[config.mk]
export PLATFORM = sky130hd
export DESIGN_NAME = uart_result_tx_ctrl
export DESIGN_NICKNAME = d
export VERILOG_FILES = /design/src/rtl/uart_result_tx_ctrl.sv
export SDC_FILE = /design/constraint.sdc
export NUM_CORES = 1
export LEC_CHECK = 0
export ABC_AREA = 1
export CAP_MARGIN = 5
export CORE_MARGIN = 2
export CORE_UTILIZATION = 62
export CTS_CLUSTER_SIZE = 10
export DETAILED_ROUTE_END_ITERATION = 8
export PLACE_DENSITY = 0.83
export SETUP_SLACK_MARGIN = 0.1
export SYNTH_ARGS = -nofsm -noshare
export SYNTH_HDL_FRONTEND = slang
export SYNTH_SLANG_ARGS = --single-unit
[constraint.sdc]
create_clock -name clk -period 3.35 [get_ports clk]
set_input_delay 0.67 -clock clk [delete_from_list [all_inputs] [get_ports clk]]
set_output_delay 0.67 -clock clk [all_outputs]
set_load 0.05 [all_outputs]
[src/rtl/uart_result_tx_ctrl.sv]
// Drains result words to the host UART: buffers them in a FIFO, prefixes each frame of
// OUT_SIZE words with a header byte and sends every word LSB first, paced by tx_finish.
module uart_result_tx_ctrl #(
  parameter int          D_WL       = 24,
  parameter int          OUT_SIZE   = 26,
  parameter int          FIFO_DEPTH = 16,
  parameter logic [7:0]  HEADER     = 8'hA5
) (
  input  logic            clk,
  input  logic            rst,
  input  logic            res_valid,
  input  logic [D_WL-1:0] res_data,
  output logic            res_ready,
  output logic [7:0]      tx_data,
  output logic            tx_en,
  input  logic            tx_finish,
  output logic            frame_done,
  output logic            busy,
  output logic            overflow
);

  localparam int NBYTES = D_WL / 8;
  localparam int BC_W   = (NBYTES > 1) ? $clog2(NBYTES) : 1;
  localparam int WC_W   = (OUT_SIZE > 1) ? $clog2(OUT_SIZE) : 1;
  localparam int PTR_W  = $clog2(FIFO_DEPTH);
  localparam int CNT_W  = PTR_W + 1;

  localparam logic [BC_W-1:0]  LAST_BYTE = BC_W'(NBYTES - 1);
  localparam logic [WC_W-1:0]  LAST_WORD = WC_W'(OUT_SIZE - 1);
  localparam logic [CNT_W-1:0] FULL_CNT  = CNT_W'(FIFO_DEPTH);

  typedef enum logic [2:0] {
    S_IDLE, S_HDR, S_WAIT_H, S_LOAD, S_SEND, S_WAIT_B
  } state_e;

  state_e state_q, state_d;

  // ---------------- result FIFO ----------------
  logic [D_WL-1:0]  mem_q [FIFO_DEPTH];
  logic [PTR_W-1:0] wr_ptr_q, rd_ptr_q;
  logic [CNT_W-1:0] count_q;
  logic             push, pop, fifo_empty;

  assign res_ready  = (count_q != FULL_CNT);
  assign fifo_empty = (count_q == '0);
  assign push       = res_valid & res_ready;
  assign pop        = (state_q == S_LOAD);

  // NOTE: storage is deliberately not reset; pointers and count alone define which entries are valid.
  always_ff @(posedge clk) begin
    if (push) mem_q[wr_ptr_q] <= res_data;
  end

  always_ff @(posedge clk) begin
    if (rst) begin
      wr_ptr_q <= '0;
      rd_ptr_q <= '0;
      count_q  <= '0;
    end else begin
      if (push) wr_ptr_q <= wr_ptr_q + 1'b1;
      if (pop)  rd_ptr_q <= rd_ptr_q + 1'b1;
      case ({push, pop})
        2'b10:   count_q <= count_q + 1'b1;
        2'b01:   count_q <= count_q - 1'b1;
        default: count_q <= count_q;
      endcase
    end
  end

  always_ff @(posedge clk) begin
    if (rst)                        overflow <= 1'b0;
    else if (res_valid & ~res_ready) overflow <= 1'b1;
  end

  // ---------------- tx_finish edge detect ----------------
  logic tx_finish_prev_q;
  logic fin_rise;

  always_ff @(posedge clk) begin
    if (rst) tx_finish_prev_q <= 1'b0;
    else     tx_finish_prev_q <= tx_finish;
  end

  assign fin_rise = tx_finish & ~tx_finish_prev_q;

  // ---------------- FSM: state register ----------------
  // NOTE: every clocked assignment uses <= so all registers update from the same pre-edge values.
  always_ff @(posedge clk) begin
    if (rst) state_q <= S_IDLE;
    else     state_q <= state_d;
  end

  // ---------------- FSM: next state ----------------
  logic [D_WL-1:0] sh_q, sh_d;
  logic [BC_W-1:0] byte_cnt_q, byte_cnt_d;
  logic [WC_W-1:0] word_cnt_q, word_cnt_d;
  logic [7:0]      tx_data_q, tx_data_d;
  logic            tx_en_q, tx_en_d;
  logic            frame_done_q, frame_done_d;

  always_comb begin
    state_d = state_q;
    unique case (state_q)
      S_IDLE:   if (!fifo_empty) state_d = (word_cnt_q == '0) ? S_HDR : S_LOAD;
      S_HDR:    state_d = S_WAIT_H;
      S_WAIT_H: if (fin_rise) state_d = S_LOAD;
      S_LOAD:   state_d = S_SEND;
      S_SEND:   state_d = S_WAIT_B;
      S_WAIT_B: if (fin_rise) state_d = (byte_cnt_q != LAST_BYTE) ? S_SEND : S_IDLE;
      default:  state_d = S_IDLE;
    endcase
  end

  // ---------------- FSM: outputs and datapath ----------------
  // NOTE: every signal gets a default first so no path through the case leaves it unassigned (no latches).
  always_comb begin
    tx_data_d    = tx_data_q;
    tx_en_d      = 1'b0;
    frame_done_d = 1'b0;
    sh_d         = sh_q;
    byte_cnt_d   = byte_cnt_q;
    word_cnt_d   = word_cnt_q;
    unique case (state_q)
      S_HDR: begin
        tx_data_d = HEADER;
        tx_en_d   = 1'b1;
      end
      S_LOAD: begin
        sh_d       = mem_q[rd_ptr_q];
        byte_cnt_d = '0;
      end
      S_SEND: begin
        tx_data_d = sh_q[7:0];
        tx_en_d   = 1'b1;
      end
      S_WAIT_B: begin
        if (fin_rise) begin
          if (byte_cnt_q != LAST_BYTE) begin
            sh_d       = sh_q >> 8;
            byte_cnt_d = byte_cnt_q + 1'b1;
          end else if (word_cnt_q == LAST_WORD) begin
            word_cnt_d   = '0;
            frame_done_d = 1'b1;
          end else begin
            word_cnt_d = word_cnt_q + 1'b1;
          end
        end
      end
      default: ;
    endcase
  end

  always_ff @(posedge clk) begin
    if (rst) begin
      tx_data_q    <= '0;
      tx_en_q      <= 1'b0;
      frame_done_q <= 1'b0;
      sh_q         <= '0;
      byte_cnt_q   <= '0;
      word_cnt_q   <= '0;
    end else begin
      tx_data_q    <= tx_data_d;
      tx_en_q      <= tx_en_d;
      frame_done_q <= frame_done_d;
      sh_q         <= sh_d;
      byte_cnt_q   <= byte_cnt_d;
      word_cnt_q   <= word_cnt_d;
    end
  end

  assign tx_data    = tx_data_q;
  assign tx_en      = tx_en_q;
  assign frame_done = frame_done_q;
  assign busy       = (state_q != S_IDLE) | ~fifo_empty;

endmodule

# == Word-level counts from Yosys, hierarchy flattened ==
# Memory sizes are Yosys's and may differ from the RTL's. A register that Yosys moved wholly into a read port is not among the register bits.
# Index checks and enable logic that the tools add are counted.
# op_classes
reduce_logical,12
n_addsub,6
eq_ne,14
bitwise,10
muxes,21
# ops
operator,count
2-to-1 mux 24 bit,2
case mux 24 bit (2 select lines),1
case mux 3 bit (6 select lines),1
case mux 8 bit (2 select lines),1
2-to-1 mux 3 bit,4
adder 5 x 1 -> 5 bit (second input constant),2
logical NOT 5 bit,2
inequality test 2 bit (second input constant),5
case mux 5 bit (2 select lines),1
AND reduction 3 bit,3
adder 4 x 1 -> 4 bit (second input constant),2
2-to-1 mux 4 bit,2
equality test 3 x 2 -> 1 bit (second input constant),2
equality test 3 bit (second input constant),2
2-to-1 mux 2 bit,3
NOT 1 bit,6
nonzero test 2 bit,3
equality test 5 bit (second input constant),1
2-to-1 mux 5 bit,1
inequality test 5 bit (second input constant),1
subtractor 5 x 1 -> 5 bit (second input constant),1
2-to-1 mux 1 bit,4
case mux 2 bit (2 select lines),1
OR reduction 4 bit,1
9 further kinds,11
# totals
mem_bits_rw,384
inputBits,28
memories,1
register_bits,59
# mem_list
memory,words,width,rd,rd_clocked_by_memory_dff,wr,line,text
mem_q,16,24,1,1,1,39,logic [D_WL-1:0] mem_q [FIFO_DEPTH];

# == Logic depth before layout (Yosys ltp) ==
# Gate-level depths: netlist (run 1).
# logic_depth
word_depth,4
depth_mapped,14
depth_no_buf,14

# == Least setup slack after synthesis (run 1) ==
# Ideal clock, no wire load.
# synth_timing
path_kind,register -> register
start,register count_q[1]
end,memory mem_q[11][0] (enable)
t_arrival_ps,2487
stages_incl_launch_ff,9
slack_ps,458
synth_period_minus_slack_ps,2892
required_ps,2945
path_buffers,0
cell_sequence,dfxtp_1 > nor2_1 > nand3_1 > inv_1 > nand2_1 > nand2_1 > inv_1 > nand2_1 > nor2_1
# synth_between
elab_chain_len,4
# synth_rtl
element,line,text
from (decl),41,logic [CNT_W-1:0] count_q;
from (signal assigned),63,2'b10: count_q <= count_q + 1'b1;
from (signal assigned),64,2'b01: count_q <= count_q - 1'b1;
from (signal assigned),65,default: count_q <= count_q;
inequality test 5 bit,44,assign res_ready = (count_q != FULL_CNT);
named net res_ready,13,"output logic res_ready,"
AND 1 bit,46,assign push = res_valid & res_ready;
2-to-1 mux 1 bit,51,if (push) mem_q[wr_ptr_q] <= res_data;
2-to-1 mux 1 bit (not written as such),51,
to (decl),39,
# The timed path passes the listed nets, and every way through them passes these cells.

# == Worst setup path after layout (run 1) ==
# layout_timing
start,register state_q[0]
end,output port busy
# layout_between
elab_chain_len,2
# layout_rtl
element,line,text
from (decl),36,"state_e state_q, state_d;"
from (signal assigned),90,else state_q <= state_d;
nonzero test 3 bit,174,assign busy = (state_q != S_IDLE) | ~fifo_empty;
OR 1 bit,174,
to (decl),18,"output logic busy,"
# No other way between the ends.

==> results of run 1 <==
power by group through the flow:
stage	Combinational (W)	Clock [W]	Sequential [W]
finish	0.00219	0.00472	0.00635
global route	0.00240	0.00495	0.00638
CTS	0.00215	0.00473	0.00635
detailed placement	0.00212	0	0.00647
global placement	0.00205	0	0.00645
floorplan	0.00138	0	0.00652
per-layer routing:
metal | wire, microns | up-vias | global-route usage
li1 | - | 6055 | -
met4 | 1580 | 0 | 0.1130
met3 | 5021 | 131 | 0.05377
met2 | 21290 | 870 | 0.4742
met1 | 16450 | 6120 | 0.3831
met5 | 0 | - | 0
registers in the layout, summed over array words and instances (netlist names), named ones only:
register / cells
word_cnt_q: 5
count_q: 5
overflow: 1
frame_done: 1
mem_q: 384
tx_data: 8
tx_finish_prev_q: 1
wr_ptr_q: 4
byte_cnt_q: 2
state_q: 3
sh_q: 24
tx_en: 1
rd_ptr_q: 4
how the worst max path moves through the flow:
| stage | slack, ns | endpoint |
|---|---|---|
| after global routing | 0.27 | busy |
| after global placement | 0.59 | mem_q[7][13]$_DFFE_PP_ |
| after detailed placement | 0.52 | mem_q[7][13]$_DFFE_PP_ |
| final | 0.37 | busy |
| after floorplan | 0.46 | mem_q[11][0]$_DFFE_PP_ |
| after CTS | 0.37 | busy |
Yosys cell counts (all sizes together):
cell type    n  area share
o221a        4      0.0024
edfxtp     384        0.62
clkbuf      29      0.0058
ha          13      0.0087
nor3         4      0.0011
a31oi        1     0.00033
nand4        4      0.0013
nand3      232       0.062
a21o         1     0.00040
o21ai       53       0.014
xor2         8      0.0037
dfxtp       63       0.067
a21oi       44       0.012
nand2      521        0.10
and3         1     0.00033
o211ai      17      0.0068
buf         66       0.018
o21bai       1     0.00040
inv        182       0.037
nor2       174       0.035
o2111ai      1     0.00047
a211oi       2     0.00080
final cells by class:
type                    instances  area (sq um)  area share
clock buffers                  68          1319     0.06276
clock inverters                 3         33.78    0.001608
inverters                     182         685.7     0.03263
multi-input cells            1081          4890      0.2327
flip-flops and latches        447         12800      0.6092
well taps                     390         488.0     0.02322
repair buffers                 76         795.8     0.03787
through the flow:
step	power, W	cell area [sq um]	hold WS [ns]
after CTS	0.01324	21010	0.4635
after global routing	0.01372	21010	0.4807
after global placement	0.008506	19660	0.4520
after floorplan	0.007899	18690	0.4438
final	0.01326	21010	0.4629
after detailed placement	0.008584	19660	0.4554
cell families (layout without fill, tap and decap cells):
group                    count (synthesis)  in the layout
buffers and inverters                  277            329
adder cells (fa/ha/maj)                 13             13
XOR/XNOR                                 8              8
AND/OR/NAND/NOR                        936            936
flip-flops                             447            447
AO/OA/AOI/OAI                          124            124
worst reg2reg max path, cell delays in order (launching register included):
cell and delay [ns]:
dfxtp_1 0.39, inv_1 0.17, nand3_1 0.14, inv_1 0.41, ha_1 0.36, xor2_1 0.22
ha_1 0.18, a21o_1 0.12, nand3_1 0.09, nand2_1 0.11, xor2_1 0.15, nand2_1 0.06
a21oi_1 0.12
==> qor.yml, run 1 <==
outcome: "complete, no violations"
post_cts_resized: 0
ff2ff_setup_slack_ns: 0.78
final.setup.tns_ns: 0
yosysSeqAreaShare: 0.6845
htreeDepth: 2
switching_share: 0.2774
cts_tree: "built"
yosysUniqueCellTypes: 29
slowest_delay_ns: 0.70
hold_viol: 0
worst_setup_path_start_kind: "register"
synth_compound_area_frac: 0.03762
p_clk_frac: 0.356
dp_slack_ns: 0.5187
combPwrFrac: 0.165
grt-ovfl-total: 0
cp-end-kind: "output pin"
path_depth: 6
wirelength_microns: 44340
fin_skew_ns: 0.02040
slowest_stage: "clkdlybuf4s50_1"
synthXorXnorAreaFrac: 0.003749
first_global_vias: 12950
avgRoutedWirePerCell_microns: 19.73
drc: 0
syn_to_final_growth_pct: 12.43
setup_ws_ns: 0.3722
tightest_slew_ns: 1.050
crit_arrival_ns: 2.31
coreArea_sq_um: 29640
grt_usage: 0.2882
final-setup-viol-count: 0
worstSkewPairLatency_ns: 0.57
peakVddDrop_v: 0.0004334
start_util: 0.6306
synthAdderAreaFrac: 0.008703
internal_power_w: 0.009581
relSlewSlack: 0.2991
dieArea_sq_um: 31550
max_freq_mhz: 335.8
dp_hpwl_microns: 25120
cts_buffers: 50
crit_chain: "nor2_1, buf_4, nand2_1, nor3_1, inv_1, clkdlybuf4s50_1"
min_period_ns: 2.978
switchingPower_w: 0.003678
min_to: "tx_data[1]$_SDFFE_PP0P_"
crit_buf_inv: 3
hp-start: "tx_data[1]$_SDFFE_PP0P_"
drive_gt1_frac: 0.06354
yosys_warnings: 0
ctsHoldBuffers: 0
cts.clk_slew.worst_paths_ns: 0.06
stdcell_count: 2247
die_x_microns: 177.6
fillers: 1921
post-route-util: 0.7090
cts_sinks: 447
worstSetupPathType: "register to output pin"
fp-row-count: 63
hold_depth: 2
dr.pass1.iters: 6
drv_slew: 0
synth_nets: 1846
grt_pass1_wl_microns: 69260
antenna_found_initial: 0
required_ns: 2.68
worstReg2RegEnd: "count_q[4]$_SDFFE_PP0P_"
final_common_cell: "nand2_1"
synth-simple-area-share: 0.2051
synth_top_family_by_area: "simple AND/OR/NAND/NOR gates"
via_count: 13180
antenna_left: 0
leakagePower_nw: 8.271
synth_area_sq_um: 18690
antenna_cells: 0
cts_setup_buffers: 0
drtIter0Drc: 1813
p_per_area_nw_per_um2: 631.0
reg2reg_depth: 12
rsz0062_at_grt: "false"
synth.mux.area_fraction: 0
seqPwrFrac: 0.479
die_h_microns: 177.6
ios: 41
syn_avg_cell_area_sq_um: 10.35
cap_violations: 0
path_delay_family: "buffers and inverters"
clockBufferDepth: 3
gp_congestion: 0.8354
reg2reg_from: "state_q[2]$_SDFFE_PP0P_"
netlist_instances: 1805
final_cell_mix: "520 x nand2_1, 384 x edfxtp_1, 231 x nand3_1, 180 x inv_1, 156 x nor2_1"
cp_max_fo: 7
post-route-period-util: 0.8889
port_buffers: 40
dp.cells: 2176
post_drt_via_cell_ratio: 5.864
hold_path_class: "register to register"
crit_path_start: "state_q[0]$_SDFFE_PP0P_"
nets: 1879
grt_max_degree: 139
clockRootBuffer: "clkbuf_16"
ys_ff_latch: 447
No activity file was read; power rests on OpenSTA's default activity.
==> run 2: changes to the inputs <==
- CORE_UTILIZATION: 62 -> 56
- PLACE_DENSITY: 0.83 -> 0.79
- RECOVER_POWER: not set -> 25
- clock period: 3.35 -> 2.44 ns (I/O delays scaled with it)
==> run 2 against run 1 <==
Against the previous run:
- count of clock-buffer cells in the layout grew 10
- via count grew 0.91%
- critical endpoint is now overflow
- critical path depth shrank 5
- sequential power grew 38%
- highest routed layer unchanged
- register-to-register slack lost 0.52 ns
- global-route usage shrank 1.8 points
- setup slack lost 0.16 ns
- clock power grew 43%
- final area grew 2.6%
- clock skew grew 0.015 ns
- wire length grew 6.4%
==> qor.yml, run 2 (same netlist as run 1, synthesis figures left out) <==
wirelength_microns: 47160
tightest_slew_ns: 1.220
coreArea_sq_um: 32700
cts_tree: "built"
avgRoutedWirePerCell_microns: 20.13
die_x_microns: 186.7
finalInstanceArea_sq_um: 21550
grt-ovfl-total: 0
peakVddDrop_v: 0.0005854
drive_gt1_frac: 0.07680
final-setup-viol-count: 0
crit_chain: "clkdlybuf4s50_1"
rsz0062_at_grt: "true"
max_freq_mhz: 449.4
fin_skew_ns: 0.03529
cts_buffers: 51
top_register: "mem_q"
post-route-period-util: 0.9120
cap_violations: 0
drc: 0
setup_ws_ns: 0.2147
met3_usage: 0.05285
cp_max_fo: 2
dieArea_sq_um: 34850
grt_max_degree: 71
p_per_area_nw_per_um2: 865.8
reg2reg_depth: 10
largest_reg_flops: 384
grtUsageMet1: 0.3494
cts_sinks: 447
grt_busiest_layer: "met2"
crit_arrival_ns: 1.74
clockBufferDepth: 3
path_depth: 1
required_ns: 1.95
via_count: 13300
cts_setup_buffers: 0
detailed_place.area_sq_um: 20140
dp_hpwl_microns: 28700
worstSetupPathType: "register to output pin"
slowest_stage: "clkdlybuf4s50_1"
worst_setup_path_start_kind: "register"
drtIter0Drc: 1611
clockRootBuffer: "clkbuf_16"
worstSkewPairLatency_ns: 0.58
antenna_found_initial: 0
leakagePower_nw: 8.466
final_cell_mix: "519 x nand2_1, 384 x edfxtp_1, 231 x nand3_1, 180 x inv_1, 156 x nor2_1"
die_h_microns: 186.7
post-route-util: 0.6590
min_period_ns: 2.225
dp_slack_ns: 0.04669
antenna_left: 0
nets: 1912
htreeDepth: 2
fp-row-count: 66
dr.pass1.iters: 5
antenna_cells: 0
relSlewSlack: 0.1867
grt_usage: 0.2699
grt_pass1_wl_microns: 72190
post_drt_via_cell_ratio: 5.675
outcome: "complete, no violations"
hold_path_class: "register to register"
start_util: 0.5715
syn_to_final_growth_pct: 15.31
slowest_delay_ns: 0.82
ios: 41
crit_buf_inv: 1
path_delay_family: "buffers and inverters"
drv_slew: 0
grt_use_met2: 0.4382
hold_viol: 0
gp_congestion: 0.8906
port_buffers: 40
hold_depth: 2
cp-end-kind: "output pin"
first_global_vias: 12680
cts.clk_slew.worst_paths_ns: 0.06
final_common_cell: "nand2_1"
final.setup.tns_ns: 0
run 2: cell type report:
class | instances | area, sq um
multi-input cells | 1081 | 4910
fillers | 2359 | 11150
clock inverters | 5 | 62.56
well taps | 442 | 553.0
repair buffers | 108 | 1151
inverters | 182 | 685.7
clock buffers | 78 | 1388
flip-flops and latches | 447 | 12800
run 2: final timing paths:
path | from | end | slack, ns
hold reg to reg | sh_q[10]$_SDFFE_PP0P_ | sh_q[10]$_SDFFE_PP0P_ | 0.46
hold / removal | sh_q[10]$_SDFFE_PP0P_ | sh_q[10]$_SDFFE_PP0P_ | 0.46
setup / recovery | overflow$_SDFFE_PP0P_ | overflow | 0.21
setup reg to reg | count_q[2]$_SDFFE_PP0P_ | mem_q[4][1]$_DFFE_PP_ | 0.26
run 2: what timing repair did:
| item | CTS | global route |
|---|---|---|
| hold buffers | 0 | 0 |
| gates resized for setup | 1 | 5 |
| setup endpoints to repair | 1 | 2 |
| gates cloned | 0 | 0 |
run 2: routing by layer:
metal | up-vias | routed length [microns]
li1 | 6134 | -
met1 | 6281 | 17430
met2 | 748 | 22670
met3 | 133 | 4792
met4 | 0 | 2262
met5 | - | 0
run 2: per-stage QoR:
stage               std cells  hold WS, ns  power [W]
floorplan                1805       0.4438    0.01085
CTS                      2343       0.4655    0.01869
detailed placement       2260       0.4564    0.01197
finish                   2343       0.4646    0.01866
global route             2343       0.4790    0.01937
global placement         2260       0.4470    0.01187
run 2: worst reg2reg max path, delay by kind of cell, from the launching register on:
family,cells,cell delay (ns)
buffers and inverters,5,0.69
DFF,1,0.42
and+or+nand+nor,5,0.75
run 2: where the power goes:
| part | switching [W] | total [W] | internal (W) | leakage [nW] |
|---|---|---|---|---|
| Sequential | 0.000173 | 0.00874 | 0.00856 | 3.98 |
| Combinational | 0.00221 | 0.00316 | 0.000948 | 3.78 |
| Clock | 0.00286 | 0.00676 | 0.00390 | 0.699 |
| Total | 0.00525 | 0.0187 | 0.0134 | 8.47 |
